## src/rtl/cpu_types_pkg.sv

```systemverilog
// Shared CPU types: machine word and the instruction-cache frame address layout.
package cpu_types_pkg;

    typedef logic [31:0] word_t;

    localparam int ICACHE_NFRAMES = 16;
    localparam int ICACHE_IDX_W   = $clog2(ICACHE_NFRAMES);
    localparam int ICACHE_TAG_W   = 30 - ICACHE_IDX_W;

    // Layout of a byte address as seen by the default-sized instruction cache.
    typedef struct packed {
        logic [ICACHE_TAG_W-1:0] tag;
        logic [ICACHE_IDX_W-1:0] idx;
        logic [1:0]              bytoff;
    } icachef_t;

endpackage

```

## src/rtl/icache_frame_array.sv

```systemverilog
// Storage for the direct-mapped instruction cache: valid/tag/data per frame,
// combinational read port, synchronous write port, valid bits cleared on reset.
module icache_frame_array
    import cpu_types_pkg::*;
#(
    parameter int NFRAMES = ICACHE_NFRAMES,
    parameter int IDX_W   = $clog2(NFRAMES),
    parameter int TAG_W   = 30 - IDX_W
) (
    input  logic             CLK,
    input  logic             RST,
    input  logic [IDX_W-1:0] rd_idx,
    output logic             rd_valid,
    output logic [TAG_W-1:0] rd_tag,
    output word_t            rd_data,
    input  logic             we,
    input  logic [IDX_W-1:0] wr_idx,
    input  logic [TAG_W-1:0] wr_tag,
    input  word_t            wr_data
);

    logic [NFRAMES-1:0] valid;
    logic [TAG_W-1:0]   tags [NFRAMES];
    word_t              data [NFRAMES];

    always_ff @(posedge CLK) begin
        if (RST) begin
            valid <= '0;
        end else if (we) begin
            valid[wr_idx] <= 1'b1;
        end
    end

    // Tag and data need no reset; a cleared valid bit hides stale contents.
    always_ff @(posedge CLK) begin
        if (we) begin
            tags[wr_idx] <= wr_tag;
            data[wr_idx] <= wr_data;
        end
    end

    assign rd_valid = valid[rd_idx];
    assign rd_tag   = tags[rd_idx];
    assign rd_data  = data[rd_idx];

endmodule

```

## src/rtl/icache.sv

```systemverilog
// Direct-mapped one-word-per-frame instruction cache with a single outstanding
// fill and saturating hit/miss counters.
//   state | meaning
//   IDLE  | lookup current request; hit served combinationally, miss latched
//   FILL  | reading latched miss address from memory until iwait drops
module icache
    import cpu_types_pkg::*;
#(
    parameter int NFRAMES = ICACHE_NFRAMES
) (
    input  logic  CLK,
    input  logic  RST,
    input  logic  imemREN,
    input  word_t imemaddr,
    output logic  ihit,
    output word_t imemload,
    output logic  iREN,
    output word_t iaddr,
    input  logic  iwait,
    input  word_t iload,
    output word_t hit_count,
    output word_t miss_count
);

    localparam int IDX_W = $clog2(NFRAMES);
    localparam int TAG_W = 30 - IDX_W;

    typedef enum logic {IDLE, FILL} state_t;

    state_t state, state_n;
    word_t  miss_addr, hit_cnt, miss_cnt;

    logic             rd_valid;
    logic [TAG_W-1:0] rd_tag;
    word_t            rd_data;
    logic             hit, start_miss, fill_we;

    logic [IDX_W-1:0] req_idx;
    logic [TAG_W-1:0] req_tag;
    logic             unused_bytoff;

    assign req_idx       = imemaddr[IDX_W+1:2];
    assign req_tag       = imemaddr[31:IDX_W+2];
    assign unused_bytoff = ^imemaddr[1:0];

    icache_frame_array #(
        .NFRAMES (NFRAMES),
        .IDX_W   (IDX_W),
        .TAG_W   (TAG_W)
    ) u_frames (
        .CLK      (CLK),
        .RST      (RST),
        .rd_idx   (req_idx),
        .rd_valid (rd_valid),
        .rd_tag   (rd_tag),
        .rd_data  (rd_data),
        .we       (fill_we),
        .wr_idx   (miss_addr[IDX_W+1:2]),
        .wr_tag   (miss_addr[31:IDX_W+2]),
        .wr_data  (iload)
    );

    // Everything is held quiet while RST is high so a reset cycle never hits,
    // requests memory, or writes a frame.
    always_comb begin
        state_n    = state;
        hit        = 1'b0;
        start_miss = 1'b0;
        fill_we    = 1'b0;
        iREN       = 1'b0;
        iaddr      = '0;
        if (!RST) begin
            case (state)
                IDLE: begin
                    if (imemREN) begin
                        if (rd_valid && (rd_tag == req_tag)) begin
                            hit = 1'b1;
                        end else begin
                            start_miss = 1'b1;
                            state_n    = FILL;
                        end
                    end
                end
                FILL: begin
                    iREN  = 1'b1;
                    iaddr = miss_addr;
                    if (!iwait) begin
                        fill_we = 1'b1;
                        state_n = IDLE;
                    end
                end
                default: state_n = IDLE;
            endcase
        end
    end

    assign ihit     = hit;
    assign imemload = hit ? rd_data : '0;

    always_ff @(posedge CLK) begin
        if (RST) begin
            state     <= IDLE;
            miss_addr <= '0;
            hit_cnt   <= '0;
            miss_cnt  <= '0;
        end else begin
            state <= state_n;
            if (start_miss) begin
                miss_addr <= {imemaddr[31:2], 2'b00};
            end
            if (hit && (hit_cnt != '1)) begin
                hit_cnt <= hit_cnt + 32'd1;
            end
            if (start_miss && (miss_cnt != '1)) begin
                miss_cnt <= miss_cnt + 32'd1;
            end
        end
    end

    assign hit_count  = hit_cnt;
    assign miss_count = miss_cnt;

endmodule
```

## config.mk

```make
export PLATFORM = sky130hd
export DESIGN_NAME = icache
export DESIGN_NICKNAME = d
export VERILOG_FILES = /design/src/rtl/cpu_types_pkg.sv /design/src/rtl/icache_frame_array.sv /design/src/rtl/icache.sv
export SDC_FILE = /design/constraint.sdc
export NUM_CORES = 1
export LEC_CHECK = 0
export CELL_PAD_IN_SITES_DETAIL_PLACEMENT = 0
export CELL_PAD_IN_SITES_GLOBAL_PLACEMENT = 2
export CORE_MARGIN = 8
export CORE_UTILIZATION = 42
export DETAILED_ROUTE_END_ITERATION = 16
export GPL_ROUTABILITY_DRIVEN = 0
export PLACE_DENSITY = 0.76
export SYNTH_ARGS = -nofsm -noshare
export SYNTH_HDL_FRONTEND = slang
export SYNTH_HIERARCHICAL = 1
export SYNTH_SLANG_ARGS = --single-unit
```

## constraint.sdc

```tcl
create_clock -name CLK -period 7 [get_ports CLK]
set_input_delay 1.05 -clock CLK [delete_from_list [all_inputs] [get_ports CLK]]
set_output_delay 1.05 -clock CLK [all_outputs]
set_load 0.005 [all_outputs]
```

### After elaboration in Yosys (flattened, before gate mapping)

Memory sizes are Yosys's and may differ from the RTL's.
Cells that the tools add are included.

* register bits after elaboration: 111
* RAM bits: 928
* input port bits: 68
* output and inout bits: 130
* logic and storage cells: 45
* memories: 2

Memories
* u_frames.data: words 16, bits a word 32, rd ports 1, clocked after Yosys merged registers in 0, write ports 1, RTL line icache_frame_array.sv:24 `word_t data [NFRAMES];`
* u_frames.tags: words 16, bits a word 26, rd ports 1, clocked after Yosys merged registers in 0, write ports 1, RTL line icache_frame_array.sv:23 `logic [TAG_W-1:0] tags [NFRAMES];`

* add/subtract/negate cells: 2
* $lt $le $gt $ge: 3
* equality and inequality tests: 3
* multiplexer cells: 24
* bitwise operators: 2
* reduce and logical (&&, ||, !) cells: 4

Operators with widths (number)
* 2-to-1 mux 32 bit: 3
* adder 32 x 1 -> 32 bit, second input constant: 2
* != test 32 bit, second input constant: 2
* equality test 26 bit: 1
* 2-to-1 mux 1 bit: 18
* OR 16 bit: 1
* less-than comparator 4 x 5 -> 1 bit, second input constant: 2
* binary-select mux 1 bit (select 4 bit): 1
* demux 1 bit (select 4 bit): 1
* greater-or-equal comparator 4 x 1 -> 1 bit, second input constant: 1
* logical AND 1 bit: 4
* case mux 1 bit (2 select lines): 1
* inverter 1 bit: 1

### Logic depth before layout (Yosys ltp)

Gate-level depths: netlist of the first run.

* word-level depth: 8
* depth in mapped cells: 14
* gate-level depth less buffers: 10

### Cells and area by module

Netlist of the first run, hierarchy kept.

By module, submodules not included
* icache_frame_array: instances 1, cells an instance 1506, area each 35323.9 µm², sequential area each 28187.0 µm²
* icache: instances 1, cells an instance 672, area each 5161.2 µm², sequential area each 1901.8 µm²

### Least setup slack after synthesis of the first run

OpenSTA, ideal clock, no wires.

* path type: input to register
* start: input RST
* end: memory u_frames/data[0][0] (netlist name), enable pin
* data arrival time: 6.511 ns
* required time: 6.455 ns
* path slack: -0.056 ns
* stages on the path: 6
* cells stage by stage: clkbuf_1 > clkbuf_1 > clkbuf_1 > nor3_1 > or3b_2 > nor3_1

* longest elaborated chain between the ends: 3

RTL lines
* start, declared: RTL line icache.sv:12 `input logic RST,`
* 2-to-1 mux 1 bit: RTL line icache.sv:72 `if (!RST) begin`
* via fill_we: RTL line icache.sv:36 `logic hit, start_miss, fill_we;`
* 2-to-1 mux 1 bit: RTL line icache_frame_array.sv:36 `if (we) begin`
* 2-to-1 mux 1 bit (implied by the code): RTL line icache_frame_array.sv:38 `data[wr_idx] <= wr_data;`
* end, declared: RTL line icache_frame_array.sv:24

The timed path passes the listed nets, and every way through them passes these cells.

### Worst setup path after layout of the first run

* start: input imemaddr[2]
* end: output imemload[11]

* longest elaborated chain between the ends: 8
* elaborated cells on any way between the ends: 11
* those cells by class: eq/ne: 1; mux: 7; reduce/logical: 1; memory: 2

RTL lines
* start, declared: RTL line icache.sv:14 `input word_t imemaddr,`
* memory read (16 x 26 bit)
* via rd_tag[5]: RTL line icache.sv:34 `logic [TAG_W-1:0] rd_tag;`
* equality test 26 bit: RTL line icache.sv:76 `if (rd_valid && (rd_tag == req_tag)) begin`
* logical AND 1 bit: RTL line icache.sv:76
* 2-to-1 mux 1 bit: RTL line icache.sv:76
* 2-to-1 mux 1 bit: RTL line icache.sv:75 `if (imemREN) begin`
* 2-to-1 mux 1 bit: RTL line icache.sv:73 `case (state)`
* 2-to-1 mux 1 bit: RTL line icache.sv:72
* 2-to-1 mux 32 bit: RTL line icache.sv:98 `assign imemload = hit ? rd_data : '0;`
* end, declared: RTL line icache.sv:16 `output word_t imemload,`

The timed path passes the listed nets, and every way through them passes these cells. The select of a mux whose other input is x is not followed.

==> results of run 1 <==
logic make-up after synthesis:
kind of cell             after synthesis  share of synthesized area (%)
buffers and inverters                137                           1.52
adder cells (fa/ha/maj)                2                         0.0618
flip-flops                          1039                           74.3
AND/OR/NAND/NOR                      460                           5.65
multiplexers                         254                           13.6
XOR/XNOR                              27                          0.584
AO/OA/AOI/OAI                        258                           4.22
other                                  1                        0.00926
final cells by class:
type	instances	area, um^2	area share [%]
Sequential cell	1039	30100	62.7
Multi-Input combinational cell	1003	9950	20.7
Clock buffer	131	2800	5.83
Timing Repair Buffer	263	2560	5.34
Tap cell	1276	1600	3.33
Clock inverter	72	925	1.93
Inverter	13	48.8	0.102
Antenna cell	3	7.51	0.0156
flip-flops by register name, summed over array words and instances, names as in the netlist:
register and cells:
state 1, miss_count 32, u_frames/valid 16, miss_addr 30, u_frames/tags 416, hit_count 32
u_frames/data 512
layer usage:
layer	wire, um	share of wire (%)
met1	42600	42
met2	50000	50
met3	5770	5.7
met4	2190	2.2
met5	55	0.055
critical path, cell delays in order:
cell                              delay (ns)
sky130_fd_sc_hd__buf_8                  0.28
sky130_fd_sc_hd__buf_4                  0.34
sky130_fd_sc_hd__mux4_2                 0.54
sky130_fd_sc_hd__a22oi_1                0.19
sky130_fd_sc_hd__nand2_1                0.10
sky130_fd_sc_hd__xnor2_1                0.46
sky130_fd_sc_hd__nand4_1                0.20
sky130_fd_sc_hd__nor4_1                 0.47
sky130_fd_sc_hd__buf_4                  0.22
sky130_fd_sc_hd__nand3_1                0.20
sky130_fd_sc_hd__clkinv_1               0.24
sky130_fd_sc_hd__buf_12                 0.21
sky130_fd_sc_hd__and2_1                 0.18
sky130_fd_sc_hd__clkdlybuf4s50_1        0.51
synthesized netlist by cell type, types with 10 or more instances:
library cell	n
sky130_fd_sc_hd__edfxtp_1	928
sky130_fd_sc_hd__mux4_2	236
sky130_fd_sc_hd__nand2_1	145
sky130_fd_sc_hd__a22oi_1	118
sky130_fd_sc_hd__dfxtp_1	111
sky130_fd_sc_hd__nor2_1	87
sky130_fd_sc_hd__clkbuf_1	76
sky130_fd_sc_hd__a21oi_1	49
sky130_fd_sc_hd__o21ai_0	46
sky130_fd_sc_hd__and2_1	38
sky130_fd_sc_hd__buf_2	36
sky130_fd_sc_hd__nand3_1	34
sky130_fd_sc_hd__nand4_1	33
sky130_fd_sc_hd__xnor2_1	26
sky130_fd_sc_hd__or3_1	22
sky130_fd_sc_hd__or4_1	21
sky130_fd_sc_hd__nor2b_1	19
sky130_fd_sc_hd__mux2_2	17
sky130_fd_sc_hd__nor4_1	15
sky130_fd_sc_hd__nor3_1	14
sky130_fd_sc_hd__inv_1	13
sky130_fd_sc_hd__o31ai_1	13
sky130_fd_sc_hd__and3_1	10
how the worst max path moves through the flow:
stage / from / to / slack (ns) / depth (start not counted)
floorplan: RST / u_frames/data[3][0]$_DFFE_PP_ / 0.23 / 6
global placement: imemaddr[2] / imemload[8] / 0.57 / 14
detailed placement: imemaddr[2] / imemload[0] / 0.48 / 14
CTS: imemaddr[2] / imemload[13] / 0.47 / 14
global route: imemaddr[2] / imemload[16] / 0.27 / 14
finish: imemaddr[2] / imemload[11] / 0.61 / 14
metrics by stage:
stage / power, mW / hold WS [ns]
2_1_floorplan: 7.29 / 0.431
3_3_place_gp: 7.53 / 0.444
3_5_place_dp: 7.55 / 0.457
4_1_cts: 13.5 / 0.472
5_1_grt: 13.8 / 0.492
6_report: 13.4 / 0.467
power by group:
group	total [mW]	internal (mW)	switching, mW
clock network	5.94	3.53	2.41
logic	0.558	0.233	0.325
registers	6.85	6.79	0.0590
==> impl_results.md, run 1 <==
* Layout cells sized above 1 at about a fifth
* Post-CTS setup buffer count at 0
* Setup repair after global routing missed its margin: false
* Most common cell after layout, fill and taps aside: sky130_fd_sc_hd__edfxtp_1
* Main area contributors after synthesis: sky130_fd_sc_hd__edfxtp_1, sky130_fd_sc_hd__mux4_2, sky130_fd_sc_hd__dfxtp_1
* Required time of the worst setup path at slightly below 6 ns
* Min-Delay Path Class: flop to flop
* WL/cell at ~26 um
* Total number of yosys warnings at 6
* Wire length of the first global-routing pass at ~150000 um
* Category of the worst setup path capture point: output pin
* Total length of routed wires at 101000 um
* CP startpoint kind: primary input
* Share of synthesized registers carrying an async set or reset at 0%
* Number of placed instances with taps included at 3594
* Clock latency at the later pin of the worst-skew pair at 0.69 ns
* Number of instances on the worst hold path at 2
* Commonest non-fill, non-tap cells in the layout: sky130_fd_sc_hd__edfxtp_1, sky130_fd_sc_hd__mux4_2, sky130_fd_sc_hd__clkdlybuf4s50_1
* Max Slew Vio Count at 0
* CTS tree: built
* GRT Residual Overflow at 0
* Number of enable-type register cells in the synthesized netlist at approximately 930
* Post-route DRC at 0
* Layout overhead on the synthesized area at 18.5%
* Number of placement rows at about 110
* Synth Instances at 2178
* Number of global-route vias before repair at about 22000
* Post-detailed-placement cell area at roughly 0.044 mm^2
* Highest achievable clock rate at ~160 MHz
* Initial antenna violation count at 6
* Area of the die at about 0.11 mm^2
* Starting density of the core at around 42%
* Cell type contributing the most total cell area after synthesis: sky130_fd_sc_hd__edfxtp_1
* Synthesis-stage register bit count at approximately 1000
* Data arrival time of the critical path at around 5.3 ns
* Tmin final at 6.39 ns
* Starting DRT DRC Count at about 1800
* GRT met2 Usage at between 30% and 40%
* CTS clock-pin slew for the worst setup and hold paths at ~0.060 ns
* Summed instance area of the synthesized netlist at between 0.04 and 0.05 mm^2
* Total power density per cell area at between 200 and 300 mW/mm^2
* Pre-CTS setup slack at between 0.4 and 0.5 ns
* Floorplan Core Area at 0.0961 mm^2
* Finished Core Util at about half
* Part of the cycle the worst path needs at 91.3%
* Critical R2R Capture: hit_count[21]$_SDFFE_PP0P_
* Boundary pin count at just under 200
* Most Used Layer, Global Route: met2
* Proportion of netlist area held by the largest area contributor at slightly below 70%
* CTS hold repair buffers at 0
* Net count, final at 2497
* GR Layer Usage met3 at 3.34%
* Final WS setup at 0.609 ns
* Worst-case clock buffer depth at 3
* Pin count of the biggest net entering global routing at 95
* Met1 global-route usage at 25.1%
* Die H at approximately 330 um
* Overall via count from detail_route at approximately 22000
* End point of the most critical hold path: u_frames/valid[1]$_SDFFE_PP0P_
* Setup slack of the most critical reg-to-reg path at ~2.9 ns
* Final hold viol count at 0
* Filler-free cell count of the finished design at 3800
* Clock Skews at around 0.038 ns
* Number of clock sinks at roughly 1000
* Buffers on Ports at 193
* Outcome: completed
* Peak supply drop at between 150 and 200 uV
* Critical path peak fanout at 33
* Mean post-synth cell area at around 19 um^2
* Worst rel slew slack at between 20% and 30%
* Number of buffers created by CTS at about 110
* Dominant register cell in the synthesized netlist: sky130_fd_sc_hd__edfxtp_1
* H-tree depth at 3
* Number of inserted filler cells in the final layout at 7862
* Die span in x at between 300 and 400 um
* Reg2Reg Launch Point: u_frames/tags[0][9]$_DFFE_PP_
* Proportion of synthesized chip area in sequential cells at about three quarters
* Clock tree root buffer cell: sky130_fd_sc_hd__clkbuf_16
* Max-cap check violation count at 0
* Detailed placement HPWL at ~57000 um
* Synth cell types at 50
* Finished layout cell area at 0.0480 mm^2
* Transition time of the tightest slew-check pin at 1.15 ns
* Overall fraction of global-route tracks in use at 18.5%
* Routed vias/inst at about 5.7
* R2r worst-path depth at 10
* Launch point of the worst hold path: u_frames/valid[1]$_SDFFE_PP0P_
* Number of iterations in the first detailed-routing pass at 7
* Leakage power of the design at 15.3 nW
* Number of setup violations in the final report at 0
* Post-cts repair resize count at 0
* Antenna violation net count after detailed routing at 0
* Worst setup path category: primary input to output pin
* Setup TNS at 0 ns
No activity file was read; power rests on OpenSTA's default activity.
==> inputs of run 2 (changes only) <==
--- a/config.mk
+++ b/config.mk
@@ -9,6 +9,7 @@
 export CELL_PAD_IN_SITES_GLOBAL_PLACEMENT = 2
 export CORE_MARGIN = 8
 export CORE_UTILIZATION = 42
+export CTS_CLUSTER_SIZE = 24
 export DETAILED_ROUTE_END_ITERATION = 16
 export GPL_ROUTABILITY_DRIVEN = 0
 export PLACE_DENSITY = 0.76
==> results of run 2 <==
Same layout as run 1: the final DEF is identical, and so are final timing and power.
